File: src/rtl/hub75_column_loader.sv
// Loads one HUB75 scan-line pair (rows r and r+SCAN_RATE) of a theta slice from a
// pipelined frame buffer and offers it downstream with a valid/ready handshake.
module hub75_column_loader #(
  parameter int NUM_COLS     = 64,
  parameter int NUM_ROWS     = 64,
  parameter int SCAN_RATE    = 32,
  parameter int THETA_RES    = 8,
  parameter int RGB_RES      = 9,
  parameter int BRAM_LATENCY = 2
) (
  input  logic                                                     clk_in,
  input  logic                                                     rst_in,
  input  logic [THETA_RES-1:0]                                     theta_in,
  input  logic                                                     theta_valid,
  output logic [THETA_RES+$clog2(NUM_ROWS)+$clog2(NUM_COLS)-1:0]   bram_addr,
  output logic                                                     bram_en,
  input  logic [RGB_RES-1:0]                                       bram_data,
  output logic [1:0][NUM_COLS-1:0][RGB_RES-1:0]                    column_data,
  output logic [$clog2(SCAN_RATE)-1:0]                             address_data,
  output logic                                                     tvalid,
  input  logic                                                     tready
);

  localparam int COL_W  = $clog2(NUM_COLS);
  localparam int ROW_W  = $clog2(NUM_ROWS);
  localparam int SCAN_W = $clog2(SCAN_RATE);
  localparam int K_W    = COL_W + 1;
  localparam int D_W    = $clog2(BRAM_LATENCY + 1);

  typedef enum logic [1:0] {IDLE, FETCH, DRAIN, PRESENT} state_t;

  state_t                                  state_q, state_d;
  logic                                    pend_vld_q, pend_vld_d;
  logic [THETA_RES-1:0]                    pend_theta_q, pend_theta_d;
  logic [THETA_RES-1:0]                    cur_theta_q, cur_theta_d;
  logic [SCAN_W-1:0]                       r_q, r_d;
  logic [K_W-1:0]                          k_q, k_d;
  logic [D_W-1:0]                          drain_q, drain_d;
  logic [BRAM_LATENCY-1:0]                 pipe_vld_q, pipe_vld_d;
  logic [BRAM_LATENCY-1:0][K_W-1:0]        pipe_idx_q, pipe_idx_d;
  logic [1:0][NUM_COLS-1:0][RGB_RES-1:0]   col_q, col_d;

  logic              fetch_last;
  logic              drain_last;
  logic              handshake;
  logic              frame_end;
  logic [ROW_W-1:0]  fetch_row;
  logic [K_W-1:0]    ret_idx;

  // k's top bit selects the lower half-panel row (r + SCAN_RATE); NUM_COLS is a power of two.
  assign fetch_last = (k_q == K_W'(2 * NUM_COLS - 1));
  assign drain_last = (drain_q == D_W'(BRAM_LATENCY - 1));
  assign handshake  = (state_q == PRESENT) && tready;
  assign frame_end  = (r_q == SCAN_W'(SCAN_RATE - 1));
  assign fetch_row  = ROW_W'(r_q) + (k_q[K_W-1] ? ROW_W'(SCAN_RATE) : ROW_W'(0));
  assign ret_idx    = pipe_idx_q[BRAM_LATENCY-1];

  always_ff @(posedge clk_in or posedge rst_in) begin
    if (rst_in) begin
      state_q      <= IDLE;
      pend_vld_q   <= 1'b0;
      pend_theta_q <= '0;
      cur_theta_q  <= '0;
      r_q          <= '0;
      k_q          <= '0;
      drain_q      <= '0;
      pipe_vld_q   <= '0;
      pipe_idx_q   <= '0;
      col_q        <= '0;
    end else begin
      state_q      <= state_d;
      pend_vld_q   <= pend_vld_d;
      pend_theta_q <= pend_theta_d;
      cur_theta_q  <= cur_theta_d;
      r_q          <= r_d;
      k_q          <= k_d;
      drain_q      <= drain_d;
      pipe_vld_q   <= pipe_vld_d;
      pipe_idx_q   <= pipe_idx_d;
      col_q        <= col_d;
    end
  end

  always_comb begin
    state_d = state_q;
    case (state_q)
      IDLE:    if (pend_vld_q) state_d = FETCH;
      FETCH:   if (fetch_last) state_d = DRAIN;
      DRAIN:   if (drain_last) state_d = PRESENT;
      PRESENT: if (tready)     state_d = FETCH;
      default: state_d = IDLE;
    endcase
  end

  // A strobe coincident with the frame-wrap handshake is taken directly, so it lands in the next frame.
  always_comb begin
    pend_vld_d   = pend_vld_q;
    pend_theta_d = pend_theta_q;
    cur_theta_d  = cur_theta_q;
    r_d          = r_q;
    k_d          = k_q;
    drain_d      = drain_q;
    if (theta_valid) begin
      pend_vld_d   = 1'b1;
      pend_theta_d = theta_in;
    end
    case (state_q)
      IDLE: begin
        if (pend_vld_q) begin
          cur_theta_d = pend_theta_q;
          pend_vld_d  = theta_valid;
          r_d         = '0;
          k_d         = '0;
        end
      end
      FETCH: begin
        k_d     = fetch_last ? '0 : k_q + K_W'(1);
        drain_d = '0;
      end
      DRAIN: begin
        drain_d = drain_last ? '0 : drain_q + D_W'(1);
      end
      PRESENT: begin
        if (handshake) begin
          k_d = '0;
          if (frame_end) begin
            r_d = '0;
            if (theta_valid) begin
              cur_theta_d = theta_in;
              pend_vld_d  = 1'b0;
            end else if (pend_vld_q) begin
              cur_theta_d = pend_theta_q;
              pend_vld_d  = 1'b0;
            end
          end else begin
            r_d = r_q + SCAN_W'(1);
          end
        end
      end
      default: ;
    endcase
  end

  // Issue indices ride alongside the BRAM read so each returning word knows its slot.
  always_comb begin
    pipe_vld_d    = '0;
    pipe_idx_d    = '0;
    pipe_vld_d[0] = (state_q == FETCH);
    pipe_idx_d[0] = k_q;
    for (int i = 1; i < BRAM_LATENCY; i++) begin
      pipe_vld_d[i] = pipe_vld_q[i-1];
      pipe_idx_d[i] = pipe_idx_q[i-1];
    end
    col_d = col_q;
    if (pipe_vld_q[BRAM_LATENCY-1]) begin
      col_d[ret_idx[K_W-1]][ret_idx[COL_W-1:0]] = bram_data;
    end
  end

  always_comb begin
    tvalid       = (state_q == PRESENT);
    bram_en      = (state_q == FETCH);
    address_data = r_q;
    column_data  = col_q;
    bram_addr    = '0;
    if (state_q == FETCH) begin
      bram_addr = {cur_theta_q, fetch_row, k_q[COL_W-1:0]};
    end
  end

endmodule

File: config.mk
export PLATFORM = sky130hd
export DESIGN_NAME = hub75_column_loader
export DESIGN_NICKNAME = d
export VERILOG_FILES = /design/src/rtl/hub75_column_loader.sv
export SDC_FILE = /design/constraint.sdc
export NUM_CORES = 2
export LEC_CHECK = 0
export ABC_AREA = 1
export BUFFER_PORTS_ARGS = -buffer_cell sky130_fd_sc_hd__buf_2
export CAP_MARGIN = 5
export CORE_AREA = 10 10 459 461
export DETAILED_ROUTE_END_ITERATION = 6
export DIE_AREA = 0 0 469 471
export HOLD_SLACK_MARGIN = 0.08
export MAX_ROUTING_LAYER = met4
export PLACE_DENSITY_LB_ADDON = 0.25
export SYNTH_ARGS = -nofsm -noshare
export SYNTH_HDL_FRONTEND = slang
export SYNTH_SLANG_ARGS = --single-unit
File: constraint.sdc
create_clock -name clk_in -period 41.2 [get_ports clk_in]
set_input_delay 8.24 -clock clk_in [delete_from_list [all_inputs] [get_ports clk_in]]
set_output_delay 8.24 -clock clk_in [all_outputs]
set_load 0.005 [all_outputs]
# Word level (Yosys, flattened, before mapping)
# Index checks and enable logic that the tools add are counted.
[totals]
register_bits = 1201
word_cells = 203
[classes]
add_sub_neg = 4
magnitude_cmp = 4
eq_ne = 12
muxes = 34
reduce_logical = 11
[ops]
columns = ["cell", "n"]
rows = [
  ["$bwmux 1152", 1],
  ["$demux 576 s1", 1],
  ["$mux 576", 1],
  ["$demux 9 s6", 1],
  ["$mux 8", 4],
  ["$mux 7", 3],
  ["$pmux 7 s3", 1],
  ["$mux 20", 1],
  ["$pmux 8 s2", 1],
  ["$mux 5", 3],
  ["$mux 2", 5],
  ["$pmux 5 s2", 1],
  ["$mux 9", 1],
  ["$reduce_and 3->1", 3],
  ["$ne 2x1->1 const B", 4],
  ["$pmux 2 s4", 1],
  ["$add 7x1->7 const B", 1],
  ["$eq 7x7->1 const B", 1],
  ["$lt 6x7->1 const B", 1],
  ["$add 5x6->6", 1],
  ["$ge 6x1->1 const B", 1],
  ["$mux 1", 6],
  ["$mux 6", 1],
  ["$add 5x1->5 const B", 1],
  ["other kinds (14)", 20],
]

# Logic depth before layout (Yosys ltp)
[depth]
depth_word = 7
mapped_depth = 11
ltp_nobuf = 10

# Worst setup path before layout
# No wires, ideal clock.
[synth_path]
kind = "reg-to-output"
startpoint = "register state_q[1]"
endpoint = "output port bram_addr[0]"
arrival_ns = 1.305
setup_slack_ns = 31.655
stages_incl_launch_ff = 7
n_path_buf = 2
path_cell_list = "dfrtp_1 inv_1 ha_1 clkbuf_1 clkbuf_1 nand2_1 inv_1"
[synth_via]
elab_chain_len = 2
[synth_lines]
columns = ["item", "line", "rtl"]
rows = [
  ["start: declaration", "32", "state_t state_q, state_d;"],
  ["start signal: assignment", "71", "state_q <= state_d;"],
  ["$eq 2x1->1", "--", ""],
  ["net bram_en", "16", "output logic bram_en,"],
  ["$mux 20", "166", "if (state_q == FETCH) begin"],
  ["end: declaration", "15", "output logic [THETA_RES+$clog2(NUM_ROWS)+$clog2(NUM_COLS)-1:0] bram_addr,"],
]
# The timed path passes the listed nets, and every way through them passes these cells.

==> qor.yml <==
total_power_mw: 2.76
syn-cell-area_mm2: 0.0436
final_core_util: 0.281
critPathArrivalTime_ns: 13.83
dieArea_mm2: 0.221
antenna_left: 0
clkSlewWorstSetupHoldPaths_ns: 0.06
numCtsBuffers: 136
setup-tns-final_ns: 0
grt_max_degree: 184
dp_slack_ns: 27.12
finalSetupViolations: 0
crit_buf_inv: 8
max-clock-path-buffers: 3
grt_antenna_before_repair: 12
cp_slowest_stage_delay_ns: 0.92
syn_avg_cell_area_um2: 10.3
hp-class: "flip-flop to flip-flop"
yosysTopAreaCell: "dfrtp_1"
fmax_ghz: 0.0768
p_clk_frac: 0.439
fp.dieW_um: 469
fp.dieH_um: 471
critPathLaunchType: "primary input"
synth_top_area_frac: 0.690
nNetsFinal: 5382
setup_slack_ns: 28.18
clock-sinks: 1201
p_int_mw: 2.00
yosys_register_bits: 1201
crit_slowest_cell: "buf_4"
start_util: 0.216
port_buffers: 1199
cts_tree: "yes"
p_sw_uw: 754
track_usage: 0.169
routed_via_density: 4.25
period_share: 0.316
vdd_drop_max_mv: 0.0361
hold_viol: 0
syn-instance-count: 4249
dp_hpwl_mm: 132
num_rows: 165
critPathMaxFanout: 142
yosysWarnings: 0
num_io_pins: 1200
hold_buffers: 0
end_kind: "asynchronous set/reset pin"
h-tree-depth: 4
fin_crit_ns: 13.02
power.share.sequential: 0.458
crit_required_ns: 42.01
cpMostUsedCell: "buf_4"
first_pass_iters: 5
fin_area_mm2: 0.0566
drtIter0Drc: 2920
slew_headroom: 0.254
postSynthNetCount: 4278
drc_errors: 0
dp.cells: 7887
cts_resized: 0
clk_latency_ns: 0.78
post-cts-setup-buffers: 0
via_count: 34500
critPathTopFamily: "buffers and inverters"
synth.distinct_cells: 25
drv_cap: 0
crit_path_cell_trace: "buf_2 -> clkinvlp_4 -> buf_4 -> buf_4 -> buf_4 -> buf_4 -> buf_12 -> buf_4"
layout-drive-gt1-share: 0.294
finalNonFillerCells: 8132
yosysSeqAreaShare: 0.690
switching_share: 0.273
grt_pass1_vias: 34200
crit_type: "primary input to asynchronous set/reset pin"
rsz0062_at_grt: "no"
power.leakage_nw: 26.6
root_buffer: "clkbuf_16"
p_comb_frac: 0.103
gp_congestion: 0.790
tightest_slew_ns: 1.12
syn_to_final_growth_pct: 30.1
finalClockSkew_ns: 0.0266
finalMaxSlewViolations: 0
finalWirelength_mm: 190
p_per_area_mw_per_mm2: 48.7
overflow: 0
hold_slack_ns: 0.346
floorplan.core_area_mm2: 0.201
grt_pass1_wl_mm: 265
synthTopCellsByArea: "dfrtp_1 (69%), o21ai_0 (13%), nand2_1 (11%)"
wl_per_cell_um: 23.3
outcome: "finished clean"
place_area_mm2: 0.0522
## worst paths after layout
check,from,end,slack (ns),cells after the start
worst max-delay path,rst_in,column_data[1092],28.18,8
worst min-delay path,pipe_idx_d[13],ret_idx[6],0.35,0
worst max register to register,ret_idx[0],column_data[710],38.34,7
worst min register to register,pipe_idx_d[13],ret_idx[6],0.35,0
max in group clk_in,state_q[1],bram_addr[0],30.35,5
min in group asynchronous,rst_in,column_data[166],7.73,2
## placed cells by master, fill, tap and decap left out, types with 5 or more instances in the layout
cell type	synthesis	layout
a21oi_1	6	6
ha_1	8	8
nor2_1	89	89
diode_2	0	9
nand3_2	2	5
buf_4	15	45
nand3_1	25	22
inv_4	0	9
o211ai_1	8	8
clkinv_8	0	6
nand2_1	1254	1254
buf_2	8	1199
nand2_2	122	122
clkbuf_16	0	140
dfrtp_1	1201	1201
clkbuf_8	0	30
inv_2	6	5
o21ai_1	6	6
clkinv_2	0	19
clkbuf_1	248	31
inv_1	63	53
o21ai_0	1163	1163
## cell usage after synthesis, drive strengths merged
cell    instances
o31ai           1
clkinv          1
a21oi           6
inv            69
dfrtp        1201
nor3            2
buf            27
o21ai        1169
nand4           4
nand2        1376
ha              8
clkbuf        254
o211ai          8
or2             2
nand3          27
nor2           94
## cell families after synthesis
| family | after synthesis | synth area share |
|---|---|---|
| adder cells (fa/ha/maj) | 8 | 0.00230 |
| flip-flops | 1201 | 0.690 |
| AO/OA/AOI/OAI | 1184 | 0.137 |
| AND/OR/NAND/NOR | 1505 | 0.139 |
| buffers and inverters | 351 | 0.0326 |
## registers in the layout, summed over array words and instances (netlist names)
signal        flops
address_data      5
column_data    1152
cur_theta_q       8
drain_q           2
k_q               7
pend_theta_q      8
pend_vld_q        1
pipe_idx_d        7
pipe_vld_q        2
ret_idx           7
state_q           2
## layer usage
metal	track usage	up-vias	routed length, um
met3	0.0522	257	16200
met5	-	-	0
met2	0.266	1311	87600
li1	-	16100	-
met1	0.204	16900	79200
met4	0.0600	0	6620
## power by group through the flow
| stage | Clock [mW] | Sequential [mW] | Combinational, mW |
|---|---|---|---|
| floorplan | 0 | 1.29 | 0.133 |
| detailed placement | 0 | 1.28 | 0.296 |
| finish | 1.21 | 1.26 | 0.284 |
| CTS | 1.25 | 1.26 | 0.296 |
| global placement | 0 | 1.28 | 0.295 |
| global route | 1.29 | 1.27 | 0.317 |
## area by class of cell
type                       count  area [um2]
sequential                  1201       30100
timing repair buffer        1247        6400
clock buffer                 201        4030
antenna                        9        22.5
inverter                      70         294
multi-input combinational   2697       12100
clock inverter                35         407
fill                       21600      145000
tap                         2672        3340
(Power assumes the default switching activity.)
